**src/rtl/mem_map_pkg.sv**
```systemverilog
// Shared memory-map definitions for the memory bus arbiter slice.
// Holds the bus widths, the ROM write-protect boundary, the default
// starvation limit and the owner encodings reported on the owner port.
package mem_map_pkg;

  localparam int          ADDR_W    = 16;
  localparam int          DATA_W    = 8;
  localparam logic [15:0] ROM_LIMIT = 16'h0100;
  localparam int          MAX_WAIT  = 4;

  typedef enum logic [1:0] {
    OWN_IDLE = 2'b00,
    OWN_CPU  = 2'b01,
    OWN_DMA  = 2'b10
  } owner_e;

endpackage

```
**src/rtl/mem_bus_arbiter_starve_ctr.sv**
```systemverilog
// arb_starve_ctr: DMA starvation guard.
// Counts consecutive edges on which DMA requested but lost to the CPU.
// Once the count reaches MAX_WAIT, dma_force is raised so that DMA
// wins the next contested arbitration.
// Ports:
//   clk       system clock, rising edge
//   reset     asynchronous, active-low
//   cpu_req   CPU request
//   dma_req   DMA request
//   dma_force DMA must win a contested arbitration this cycle
module arb_starve_ctr #(
  parameter int MAX_WAIT = 4
) (
  input  logic clk,
  input  logic reset,
  input  logic cpu_req,
  input  logic dma_req,
  output logic dma_force
);

  localparam logic [3:0] WAIT_LIMIT = 4'(MAX_WAIT);

  logic [3:0] wait_cnt;
  logic       dma_loses;

  // DMA only loses when both request and the guard is not yet active,
  // so the counter can never step past WAIT_LIMIT.
  always_comb begin
    dma_force = (wait_cnt == WAIT_LIMIT);
    dma_loses = dma_req && cpu_req && !dma_force;
  end

  // Any edge where DMA wins or stops requesting restarts the count.
  always_ff @(posedge clk or negedge reset) begin
    if (!reset) begin
      wait_cnt <= '0;
    end else if (dma_loses) begin
      wait_cnt <= wait_cnt + 4'd1;
    end else begin
      wait_cnt <= '0;
    end
  end

endmodule

```
**src/rtl/mem_bus_arbiter.sv**
```systemverilog
// mem_bus_arbiter: shares the single memory port between the CPU (port C)
// and the DMA/program-loader engine (port D).
// Fixed CPU priority with a DMA starvation guard; writes below ROM_LIMIT
// are blocked, flagged on rom_wr_err and counted in err_cnt.
// Ports:
//   clk, reset                           clock, async active-low reset
//   cpu_req/we/addr/wdata                CPU request payload
//   cpu_gnt, cpu_rvalid, cpu_rdata       CPU grant pulse and read return
//   dma_req/we/addr/wdata                DMA request payload
//   dma_gnt, dma_rvalid, dma_rdata       DMA grant pulse and read return
//   mem_addr, mem_rd, mem_wr, mem_wdata  memory command (registered)
//   mem_rdata                            memory data, valid after mem_rd
//   rom_wr_err, err_cnt                  blocked-write pulse and count
//   owner                                owner of this cycle's access
module mem_bus_arbiter #(
  parameter int                      ADDR_W    = mem_map_pkg::ADDR_W,
  parameter int                      DATA_W    = mem_map_pkg::DATA_W,
  parameter logic [ADDR_W-1:0]       ROM_LIMIT = mem_map_pkg::ROM_LIMIT,
  parameter int                      MAX_WAIT  = mem_map_pkg::MAX_WAIT
) (
  input  logic              clk,
  input  logic              reset,
  input  logic              cpu_req,
  input  logic              cpu_we,
  input  logic [ADDR_W-1:0] cpu_addr,
  input  logic [DATA_W-1:0] cpu_wdata,
  output logic              cpu_gnt,
  output logic              cpu_rvalid,
  output logic [DATA_W-1:0] cpu_rdata,
  input  logic              dma_req,
  input  logic              dma_we,
  input  logic [ADDR_W-1:0] dma_addr,
  input  logic [DATA_W-1:0] dma_wdata,
  output logic              dma_gnt,
  output logic              dma_rvalid,
  output logic [DATA_W-1:0] dma_rdata,
  output logic [ADDR_W-1:0] mem_addr,
  output logic              mem_rd,
  output logic              mem_wr,
  output logic [DATA_W-1:0] mem_wdata,
  input  logic [DATA_W-1:0] mem_rdata,
  output logic              rom_wr_err,
  output logic [7:0]        err_cnt,
  output logic [1:0]        owner
);

  import mem_map_pkg::*;

  logic              dma_force;
  logic              cpu_win;
  logic              dma_win;
  logic              any_win;
  logic              sel_we;
  logic [ADDR_W-1:0] sel_addr;
  logic [DATA_W-1:0] sel_wdata;
  logic              rom_block;
  owner_e            owner_q;

  arb_starve_ctr #(
    .MAX_WAIT (MAX_WAIT)
  ) u_starve (
    .clk       (clk),
    .reset     (reset),
    .cpu_req   (cpu_req),
    .dma_req   (dma_req),
    .dma_force (dma_force)
  );

  // Pick the winner of this edge and steer its payload onto the bus.
  always_comb begin
    cpu_win   = cpu_req && !(dma_req && dma_force);
    dma_win   = dma_req && !cpu_win;
    any_win   = cpu_win || dma_win;
    sel_we    = dma_win ? dma_we    : cpu_we;
    sel_addr  = dma_win ? dma_addr  : cpu_addr;
    sel_wdata = dma_win ? dma_wdata : cpu_wdata;
    rom_block = any_win && sel_we && (sel_addr < ROM_LIMIT);
  end

  // Register the accepted command. The read-return valids are derived
  // from the previous cycle's mem_rd and owner, which act as the read tag;
  // clearing them on reset drops any read that was in flight.
  always_ff @(posedge clk or negedge reset) begin
    if (!reset) begin
      cpu_gnt    <= 1'b0;
      dma_gnt    <= 1'b0;
      owner_q    <= OWN_IDLE;
      mem_addr   <= '0;
      mem_wdata  <= '0;
      mem_rd     <= 1'b0;
      mem_wr     <= 1'b0;
      rom_wr_err <= 1'b0;
      err_cnt    <= '0;
      cpu_rvalid <= 1'b0;
      dma_rvalid <= 1'b0;
    end else begin
      cpu_gnt    <= cpu_win;
      dma_gnt    <= dma_win;
      owner_q    <= cpu_win ? OWN_CPU : (dma_win ? OWN_DMA : OWN_IDLE);
      if (any_win) begin
        mem_addr  <= sel_addr;
        mem_wdata <= sel_wdata;
      end
      mem_rd     <= any_win && !sel_we;
      mem_wr     <= any_win && sel_we && !rom_block;
      rom_wr_err <= rom_block;
      if (rom_block && (err_cnt != 8'hFF)) begin
        err_cnt <= err_cnt + 8'd1;
      end
      cpu_rvalid <= mem_rd && (owner_q == OWN_CPU);
      dma_rvalid <= mem_rd && (owner_q == OWN_DMA);
    end
  end

  // Memory data is routed only to the port whose read is returning.
  always_comb begin
    owner     = owner_q;
    cpu_rdata = cpu_rvalid ? mem_rdata : '0;
    dma_rdata = dma_rvalid ? mem_rdata : '0;
  end

endmodule

```
**config.mk**
```make
export PLATFORM = sky130hd
export DESIGN_NAME = mem_bus_arbiter
export DESIGN_NICKNAME = d
export VERILOG_FILES = /design/src/rtl/mem_map_pkg.sv /design/src/rtl/mem_bus_arbiter_starve_ctr.sv /design/src/rtl/mem_bus_arbiter.sv
export SDC_FILE = /design/constraint.sdc
export NUM_CORES = 1
export LEC_CHECK = 0
export CAP_MARGIN = 20
export CELL_PAD_IN_SITES_DETAIL_PLACEMENT = 1
export CELL_PAD_IN_SITES_GLOBAL_PLACEMENT = 1
export CORE_UTILIZATION = 25
export CTS_CLUSTER_SIZE = 24
export DETAILED_ROUTE_END_ITERATION = 6
export HOLD_SLACK_MARGIN = 0.12
export PLACE_DENSITY = 0.83
export SETUP_SLACK_MARGIN = 0.1
export SYNTH_ARGS = -nofsm -noshare
export SYNTH_HDL_FRONTEND = slang
export SYNTH_SLANG_ARGS = --single-unit
```
**constraint.sdc**
```tcl
create_clock -name clk -period 1.9 [get_ports clk]
set_clock_uncertainty 0.2 [all_clocks]
set_input_delay 0.19 -clock clk [delete_from_list [all_inputs] [get_ports clk]]
set_output_delay 0.19 -clock clk [all_outputs]
set_load 0.1 [all_outputs]
```
==> out/results.tsv, run 1 <==
metric	value	unit
run status	complete, but fails checks	
failing checks	setup timing	
Layout Nets	413	
H-tree depth	2	
Final Slew Violations	0	
Worst EP arrival	2.05	ns
Hold WC Path Type	in -> reg	
Unique masters post-synth	31	
Cell Count, Final, Fillers Out	454	
vias	2066	
fmax	484.1	MHz
antenna cell count	0	
HPWL Detailed	5394	um
switching pwr	1.033	mW
Logic pwr share	38.1	%
cell-internal power	1.639	mW
first-pass GRT wire length	10900	um
final worst slack	-0.1657	ns
area growth from synthesis to layout	95.30	%
DRC Markers	0	
pin count of the biggest net entering global routing	34	
Static Leakage	1.805	nW
initial core utilization	25.93	%
Synthesized Nets	271	
worst vdd ir	0.3705	mV
setup violators final	8	
CP Max Fanout	6	
residual overflow from global routing	0	
Power per Cell Area	642.0	mW/mm2
vias per cell	4.551	
WS Path Type	reg -> reg	
CP Cell Sequence	inv_1 -> ha_2 -> and3b_2 -> o2111ai_4 -> a22oi_4 -> nand2_4 -> mux2_4	
CTS clk-pin slew, worst paths	0.08	ns
unrepaired setup endpoints after global routing	yes	
routed len/inst	14.86	um
Clock Latency Late Sink	0.29	ns
total power	2.672	mW
initial antenna violation count	0	
Worst setup SP type	flop	
Post-Synthesis Cells	206	
Die Span X	94.32	um
Die ar.	0.008896	mm2
Post-synth EDFFs	0	
Critical Path End Type	flop	
CTS Buf Count	5	
cell area after synthesis	0.002131	mm2
dpl cells	438	
DP Area	0.003900	mm2
Routability Congestion	0.7689	
Routed Antenna Nets	0	
post-synthesis sequential area ratio	51.67	%
part of the power in registers	39.2	%
# IOs	119	
setup tns final	-0.9946	ns
FF+latch count, synth	44	
CTS tree	built	
Post-synth ARST share	100.0	%
Max Cap Violations	0	
Syn Area/Cell	10.34	um2
Syn. warnings	0	
core area	0.008217	mm2
Die Y-Extent	94.32	um
share of post-route cells with drive strength above 1	39.83	%
Starting DRT DRC Count	48	
Hold Vio Cnt, Final	0	
clock power share	22.7	%
CTS root buf	clkbuf_8	
row cnt	33	
Crit-path slowest cell	dfrtp_1	
Final Cell Area	0.004161	mm2
Clock Path Buffers	2	
Switching Fraction	38.65	%
Period Utilization, post-route	108.7	%
Worst Tran Pin Value	0.4532	ns
Slew HR	69.79	%
most common cell after layout, fill and taps aside	clkdlybuf4s50_1	
# clock sinks	44	
PortBufs	118	
ys flop type	dfrtp_1	
1st-pass router iterations	4	
Worst path max stage delay	0.39	ns
Worst Path Required	1.89	ns
most frequent cells in the layout	59 x clkdlybuf4s50_1, 41 x buf_4, 36 x buf_12	
Min Clock Period, post-route	2.066	ns
global-route usage over all layers	15.86	%
total routed wirelength	6746	um
vias in the first global route	2244	
==> per-stage QoR <==
step / utilization (%) / hold slack (ns) / setup slack (ns)
CTS: 50.13 / 0.1351 / -0.1200
global placement: 47.46 / -0.03741 / -0.3616
global route: 50.65 / 0.1493 / -0.2410
detailed placement: 47.46 / -0.03496 / -0.5170
floorplan: - / -0.3056 / -0.07169
finish: 50.65 / 0.1438 / -0.1657
==> cell usage after synthesis, drive strengths merged, types with 4 or more instances <==
master	instances	area, um2
a21oi	12	60.06
and2	16	100.1
buf	6	33.77
dfrtp	44	1101
inv	8	30.03
mux2i	24	240.2
nand2	22	90.09
nand3	10	50.05
nor2	15	56.30
nor4	4	37.53
o21ai	17	85.08
xnor2	7	61.31
==> what timing repair did <==
item,in CTS,in global routing
setup buffers,5,2
hold buffers,3,0
resized for setup,12,20
endpoints found under the hold margin,47,0
setup endpoints to repair,9,30
pin swaps,5,3
==> cell type report <==
cell class	count	area, um2
clock buffer	8	90.09
fill	872	4055
inverter	8	32.53
multi-input combinational	145	1096
sequential	44	1119
tap	105	131.4
timing repair buffer	144	1693
==> worst max-delay path, delay by kind of cell, from the launching register on <==
| kind | cells | cell delay (ns) |
|---|---|---|
| AOI/OAI and AO/OA | 2 | 0.51 |
| adders and majority gates | 1 | 0.19 |
| buffers and inverters | 1 | 0.06 |
| DFF | 1 | 0.39 |
| muxes | 1 | 0.30 |
| and+or+nand+nor | 2 | 0.32 |
==> final timing paths <==
| path | from | endpoint | slack (ns) | cells past startpoint |
|---|---|---|---|---|
| worst max-delay path | u_starve.wait_cnt[0] | err_cnt[1] | -0.17 | 7 |
| min in group asynchronous | reset | mem_addr[10] | 0.17 | 2 |
| worst min register to register | owner[1] | cpu_rvalid | 0.31 | 1 |
| max in group asynchronous | reset | mem_wdata[2] | 0.74 | 3 |
| worst max register to register | u_starve.wait_cnt[0] | err_cnt[1] | -0.17 | 7 |
| worst min-delay path | dma_req | mem_addr[12] | 0.14 | 3 |
==> routing by layer <==
layer,wire length (um),vias up,track usage [%],part of all wire [%]
met1,2585,994,17.42,38
met2,3623,79,29.47,54
met5,0,-,0,0
met4,57,0,5.641,0.84
li1,-,989,-,-
met3,480,4,3.722,7.1
==> flip-flops by register name (all words and copies together) (netlist names) <==
| name | flops |
|---|---|
| cpu_rvalid | 1 |
| dma_gnt | 1 |
| dma_rvalid | 1 |
| err_cnt | 8 |
| mem_addr | 16 |
| mem_rd | 1 |
| mem_wdata | 8 |
| mem_wr | 1 |
| owner | 2 |
| rom_wr_err | 1 |
| u_starve.wait_cnt | 4 |
==> power groups by stage <==
stage	clock network, mW	registers, mW	logic, mW
after global placement	0	1.06	0.987
after floorplan	0	1.47	0.187
after CTS	0.634	1.05	1.02
after global routing	0.658	1.06	1.06
after detailed placement	0	1.06	1.00
final	0.606	1.05	1.02
==> cell families (layout without fill, tap and decap cells) <==
kind of cell	count (synthesis)	in the layout	share of synthesized area, %
AOI/OAI and AO/OA	34	34	9.396
xor gates and xnor gates	8	8	3.288
adders and majority gates	3	3	1.762
buffers and inverters	17	160	3.523
DFF	44	44	51.67
muxes	25	25	11.98
and+or+nand+nor	75	75	18.38
(Power assumes the default switching activity.)
==> run 2: changes to the inputs <==
--- a/config.mk
+++ b/config.mk
@@ -5,14 +5,13 @@
 export SDC_FILE = /design/constraint.sdc
 export NUM_CORES = 1
 export LEC_CHECK = 0
-export CAP_MARGIN = 20
 export CELL_PAD_IN_SITES_DETAIL_PLACEMENT = 1
 export CELL_PAD_IN_SITES_GLOBAL_PLACEMENT = 1
-export CORE_UTILIZATION = 25
+export CORE_UTILIZATION = 28
 export CTS_CLUSTER_SIZE = 24
 export DETAILED_ROUTE_END_ITERATION = 6
 export HOLD_SLACK_MARGIN = 0.12
-export PLACE_DENSITY = 0.83
+export PLACE_DENSITY = 0.88
 export SETUP_SLACK_MARGIN = 0.1
 export SYNTH_ARGS = -nofsm -noshare
 export SYNTH_HDL_FRONTEND = slang
==> constraint.sdc (replaced) <==
create_clock -name clk -period 2.15 [get_ports clk]
set_clock_uncertainty 0.2 [all_clocks]
set_input_delay 0.3225 -clock clk [delete_from_list [all_inputs] [get_ports clk]]
set_output_delay 0.3225 -clock clk [all_outputs]
set_load 0.1 [all_outputs]
==> run 2 against run 1 <==
Net effect: the run now ends clean; power shrank 7.6%; non-clock buffer count shrank 3; sequential power shrank 13%; critical path depth is the same; register-to-register slack gained 0.25 ns; sequential cell count is the same; sequential share of layout area grew 2.0 points; via count is essentially flat; largest power group unchanged.
==> out/results.tsv, run 2 (same netlist as run 1, synthesis figures left out) <==
metric	value	unit
first-pass GRT wire length	11080	um
setup violators final	0	
1st-pass router iterations	3	
setup tns final	0	ns
DRC Markers	0	
HPWL Detailed	5737	um
row cnt	31	
# IOs	119	
Final Slew Violations	0	
routed len/inst	16.00	um
Worst Tran Pin Value	0.5446	ns
Slew HR	63.69	%
Worst path max stage delay	0.39	ns
total routed wirelength	7122	um
area growth from synthesis to layout	81.80	%
Power per Cell Area	637.6	mW/mm2
end-of-flow core utilization	53.12	%
Layout Nets	410	
Max Cap Violations	0	
Static Leakage	1.770	nW
Min Clock Period, post-route	2.069	ns
core area	0.007292	mm2
WS Path Type	reg -> reg	
Die Span X	89.24	um
vias per cell	4.647	
Fill cells	842	
Clock Path Buffers	2	
r2r worst-path depth	7	
Critical Path End Type	flop	
multi-input logic area	0.001049	mm2
Worst EP arrival	2.05	ns
Hold WC Path Type	in -> reg	
Die ar.	0.007963	mm2
CTS root buf	clkbuf_8	
Crit-path slowest cell	dfrtp_1	
PortBufs	118	
initial antenna violation count	0	
unrepaired setup endpoints after global routing	yes	
most common cell after layout, fill and taps aside	buf_4	
Starting DRT DRC Count	55	
CTS clk-pin slew, worst paths	0.08	ns
# clock sinks	44	
Biggest register	mem_addr	
CTS tree	built	
residual overflow from global routing	0	
share of post-route cells with drive strength above 1	36.42	%
run status	completed	
largest registers	mem_addr x16, err_cnt x8, mem_wdata x8	
worst vdd ir	0.3242	mV
Die Y-Extent	89.24	um
vias in the first global route	2220	
Period Utilization, post-route	96.21	%
CP Max Fanout	8	
initial core utilization	29.22	%
Hold Vio Cnt, Final	0	
Worst Path Required	2.13	ns
max FFs per register	16	
most frequent cells in the layout	61 x buf_4, 55 x clkdlybuf4s50_1, 35 x dfrtp_1	
CP Cell Sequence	inv_1 -> ha_2 -> and3b_2 -> o211ai_1 -> a22oi_4 -> nand2_4 -> mux2_4	
fmax	483.4	MHz
Routed Antenna Nets	0	
dpl ws	-0.3642	ns
H-tree depth	2	
vias	2068	
Routability Congestion	0.8110	
global-route usage over all layers	18.63	%
pin count of the biggest net entering global routing	34	
CTS Buf Count	5	
Worst setup SP type	flop	
Clock Latency Late Sink	0.29	ns
hold path cells	3	
register area	0.001117	mm2
antenna cell count	0	
final worst slack	0.08150	ns
[run 2: changes by cell type in the layout (fill, tap and decap cells not counted), moves of 3 or more]
cell,previous run,this run
nand2_2,3,0
o21ai_0,8,17
buf_6,3,0
nand2_1,17,21
nand3_1,6,10
o21ai_1,9,0
clkdlybuf4s50_1,59,55
nand3_2,4,0
dlygate4sd2_1,0,3
buf_12,36,18
buf_4,41,61
[run 2: cell type report]
| cell class | count | share of cell area, % |
|---|---|---|
| Clock buffer | 7 | 2.487 |
| Sequential cell | 44 | 28.84 |
| Multi-Input combinational cell | 145 | 27.07 |
| Tap cell | 99 | 3.198 |
| Inverter | 8 | 0.7752 |
| Timing Repair Buffer | 141 | 36.85 |
| Clock inverter | 1 | 0.7752 |
[run 2: power breakdown]
| group | internal [mW] | leakage (nW) | switching [mW] | total [mW] |
|---|---|---|---|---|
| clock | 0.410 | 0.0645 | 0.284 | 0.694 |
| combinational | 0.264 | 1.17 | 0.596 | 0.860 |
| sequential | 0.880 | 0.538 | 0.0352 | 0.915 |
| total | 1.55 | 1.77 | 0.915 | 2.47 |
[run 2: per-layer routing]
layer	track usage (%)	vias to the layer above	share of wire [%]
met3	4.432	12	7.1
li1	-	984	-
met4	5.339	0	1.5
met1	19.97	994	38
met2	36.09	78	54
met5	0	-	0
[run 2: worst paths after layout]
check                                           from           end  slack [ns]
worst max register to register  u_starve.wait_cnt[0]    err_cnt[1]        0.08
worst max-delay path            u_starve.wait_cnt[0]    err_cnt[1]        0.08
min in group asynchronous                      reset  mem_addr[12]        0.35
worst min-delay path                    cpu_addr[10]  mem_addr[10]        0.25
max in group asynchronous                      reset    dma_rvalid        0.88
worst min register to register              owner[1]    cpu_rvalid        0.25
[run 2: repair_timing]
action	in CTS	in global routing
hold buffers	1	0
setup endpoints to repair	8	8
setup buffers	3	3
resized for setup	12	3
pin swaps	4	3
cloned	0	0
hold endpoints to repair	22	0
[run 2: stage by stage]
stage | std cells | total power, mW | hold slack [ns] | instance area, um2
after floorplan | 206 | 1.464 | -0.1731 | 2167
after global placement | 430 | 1.761 | 0.1343 | 3620
after detailed placement | 430 | 1.783 | 0.1458 | 3620
after CTS | 442 | 2.484 | 0.2333 | 3832
after global routing | 445 | 2.567 | 0.2573 | 3874
final | 445 | 2.470 | 0.2458 | 3874
[run 2: worst max-delay path, delay by kind of cell, from the launching register on]
kind,cells,cell delay [ns]
AOI/OAI and AO/OA,2,0.50
adders and majority gates,1,0.19
buffers and inverters,1,0.07
DFF,1,0.39
muxes,1,0.30
and+or+nand+nor,2,0.31
==> run 3: changes to the inputs <==
--- a/config.mk
+++ b/config.mk
@@ -11,8 +11,9 @@
 export CTS_CLUSTER_SIZE = 24
 export DETAILED_ROUTE_END_ITERATION = 6
 export HOLD_SLACK_MARGIN = 0.12
-export PLACE_DENSITY = 0.88
+export PLACE_DENSITY = 0.86
 export SETUP_SLACK_MARGIN = 0.1
 export SYNTH_ARGS = -nofsm -noshare
 export SYNTH_HDL_FRONTEND = slang
+export SYNTH_HIERARCHICAL = 1
 export SYNTH_SLANG_ARGS = --single-unit
==> constraint.sdc (replaced) <==
create_clock -name clk -period 2.15 [get_ports clk]
set_clock_uncertainty 0.2 [all_clocks]
set_input_delay 0.43 -clock clk [delete_from_list [all_inputs] [get_ports clk]]
set_output_delay 0.43 -clock clk [all_outputs]
set_load 0.1 [all_outputs]
==> run 3 against run 2 <==
Net effect: the run now ends with setup timing left; non-clock buffer count rose by 1; core utilization rose by 1.5 points; hold slack gained 0.0071 ns; design area is 5.0% higher; synthesized cell count up 1.9%; register-to-register slack got worse by 0.11 ns; clock-buffer cell count rose by 1; combinational power grew 5.6%; die area grew 3.4%.
==> out/results.tsv, run 3 <==
metric	value	unit
run status	complete, but fails checks	
failing checks	setup timing	
Min Clock Period, post-route	2.183	ns
Worst Tran Pin Value	0.5179	ns
Met3 Wirelength	514	um
largest family of logic cells by synthesized area	simple AND/OR/NAND/NOR gates	
WL met2	4170	um
Die Y-Extent	90.74	um
Starting DRT DRC Count	62	
Routability Congestion	0.8429	
Power per Cell Area	582.5	mW/mm2
M1 WL	3128	um
most common cell after layout, fill and taps aside	clkdlybuf4s50_1	
cell area after synthesis	0.002205	mm2
Layout Nets	415	
Routed Antenna Nets	0	
Clock Path Buffers	2	
FF+latch count, synth	44	
Die Span X	90.74	um
Cell Count, Final, Fillers Out	450	
CP Max Fanout	7	
ys flop type	dfrtp_1	
max FFs per register	16	
Synthesized Nets	275	
setup violators final	3	
CTS Buf Count	5	
Post-Synth XOR/XNOR Area	2.781	%
Simple-Gate Fraction of Synth Area	21.00	%
CTS clk-pin slew, worst paths	0.08	ns
final worst slack	-0.03272	ns
Hold WC Path Type	reg -> reg	
area leader, netlist	dfrtp_1	
PortBufs	118	
area growth from synthesis to layout	84.45	%
first-pass GRT wire length	12630	um
H-tree depth	2	
total power	2.369	mW
Worst path max stage delay	0.42	ns
unrepaired setup endpoints after global routing	yes	
Unique masters post-synth	39	
total routed wirelength	7891	um
Die ar.	0.008233	mm2
# clock sinks	44	
initial antenna violation count	0	
most frequent cell after synthesis	dfrtp_1	
share of post-route cells with drive strength above 1	39.60	%
hold path cells	1	
largest registers	mem_addr x16, err_cnt x8, mem_wdata x8	
Buffers & Inverters on Critical Path	1	
fmax	458.1	MHz
post-synthesis sequential area ratio	49.94	%
# IOs	119	
post-synth top area share	49.94	%
Worst Path Required	2.14	ns
CTS tree	built	
Max Used Layer	met4	
Hold Path Sink	cpu_rvalid	
synth cell count leaders	44 x dfrtp_1, 22 x nor2_1, 20 x nand2_1	
core area	0.007447	mm2
Slew HR	65.48	%
Syn. warnings	6	
r2r worst-path depth	9	
Max Cap Violations	0	
Synth Area in Compound Gates	9.818	%
CTS root buf	clkbuf_8	
Period Utilization, post-route	101.5	%
Hold Vio Cnt, Final	0	
HPWL Detailed	5989	um
Crit-path slowest cell	dfrtp_1	
Critical Path End Type	flop	
Worst EP arrival	2.17	ns
vias	2138	
mux share of post-synthesis cell area	11.46	%
startpoint of the worst hold path	owner[1]	
most frequent cells in the layout	59 x clkdlybuf4s50_1, 48 x buf_4, 35 x dfrtp_1	
Fill cells	809	
Syn Area/Cell	10.50	um2
Clock Latency Late Sink	0.30	ns
top cells by area, synth	dfrtp_1 50%, mux2i_1 7.7%, and2_1 4.5%	
Biggest register	mem_addr	
worst vdd ir	0.2331	mV
Reg2Reg Setup Slack	-0.03	ns
DRC Markers	0	
end-of-flow core utilization	54.60	%
Adder-Cell Fraction of Synth Area	1.703	%
Final Slew Violations	0	
CP Cell Sequence	inv_2 -> ha_4 -> nand2_4 -> nor2_4 -> nand2b_4 -> nand2_4 -> mux2_4 -> nor2_4 -> mux2_4	
Worst setup SP type	flop	
initial core utilization	29.60	%
dpl cells	435	
Static Leakage	1.832	nW
antenna cell count	0	
1st-pass router iterations	4	
vias in the first global route	2347	
global-route usage over all layers	19.69	%
pin count of the biggest net entering global routing	34	
Post-synth EDFFs	0	
Post-synth ARST share	100.0	%
routed len/inst	17.54	um
delay-heaviest family, CP	multiplexers	
RR Endpoint	err_cnt[1]	
row cnt	31	
vias per cell	4.751	
residual overflow from global routing	0	
WS Path Type	reg -> reg	
R2R Path Start	u_starve/wait_cnt[1]	
Post-Synthesis Cells	210	
[run 3: cell count changes after synthesis, sizes merged, moves of 2 or more]
cell,before,now
xor2,1,6
a21oi,12,3
mux2,1,7
nand3,10,4
nor3,1,5
inv,8,6
nor3b,0,2
o22ai,0,8
xnor2,7,1
nor2,15,23
mux2i,24,17
o2111ai,2,0
[run 3: kinds of logic (layout without fill, tap and decap cells)]
kind of cell,count (synthesis),count (layout)
and+or+nand+nor,85,85
DFF,44,44
AOI/OAI and AO/OA,32,32
muxes,24,24
buffers and inverters,15,156
xor gates and xnor gates,7,7
adders and majority gates,3,3
[run 3: area by class of cell]
type	instances	area, um2	share of cell area, %
sequential	44	1115	27.42
multi-input combinational	151	1112	27.35
inverter	6	22.52	0.5538
clock buffer	8	90.09	2.215
timing repair buffer	142	1603	39.42
tap	99	123.9	3.046
[run 3: worst reg2reg max path, stage by stage (launching register included)]
cell,delay [ns]
dfrtp_1,0.42
inv_2,0.08
ha_4,0.14
nand2_4,0.05
nor2_4,0.15
nand2b_4,0.18
nand2_4,0.06
mux2_4,0.37
nor2_4,0.12
mux2_4,0.30
[run 3: what timing repair did]
| item | in CTS | in global routing |
|---|---|---|
| pin swaps | 4 | 4 |
| resized for setup | 2 | 7 |
| setup buffers | 4 | 2 |
| hold endpoints to repair | 19 | 0 |
| endpoints found under the setup margin | 8 | 8 |
| hold buffers | 1 | 0 |
[run 3: how the worst max path moves through the flow]
| stage | end | cells past startpoint | start | slack (ns) |
|---|---|---|---|---|
| CTS | err_cnt[1] | 9 | u_starve/wait_cnt[0] | -0.04 |
| finish | err_cnt[1] | 9 | u_starve/wait_cnt[1] | -0.03 |
| global route | err_cnt[1] | 9 | u_starve/wait_cnt[0] | -0.09 |
| detailed placement | err_cnt[1] | 6 | dma_addr[13] | -0.33 |
| floorplan | err_cnt[1] | 9 | u_starve/wait_cnt[0] | 0.04 |
| global placement | err_cnt[1] | 6 | cpu_addr[14] | -0.19 |
[run 3: through the flow]
step	TNS, ns	instance area [um2]	hold WS (ns)	setup WS, ns
after floorplan	0	2260	-0.06559	0.04363
after global placement	-1.106	3877	0.2209	-0.1947
after detailed placement	-2.199	3877	0.2316	-0.3304
after global routing	-0.5399	4066	0.2886	-0.09219
final	-0.06034	4066	0.2529	-0.03272
after CTS	-0.04806	4016	0.2666	-0.03717
[run 3: power by group]
part | switching (mW) | total, mW | internal (mW)
sequential | 0.0401 | 0.921 | 0.880
combinational | 0.611 | 0.908 | 0.298
clock | 0.277 | 0.540 | 0.262
[run 3: metal layers]
layer | GRT usage, % | vias to the layer above
li1 | - | 1002
met1 | 22.40 | 1050
met2 | 36.81 | 78
met3 | 4.714 | 8
met4 | 4.435 | 0
met5 | 0 | -
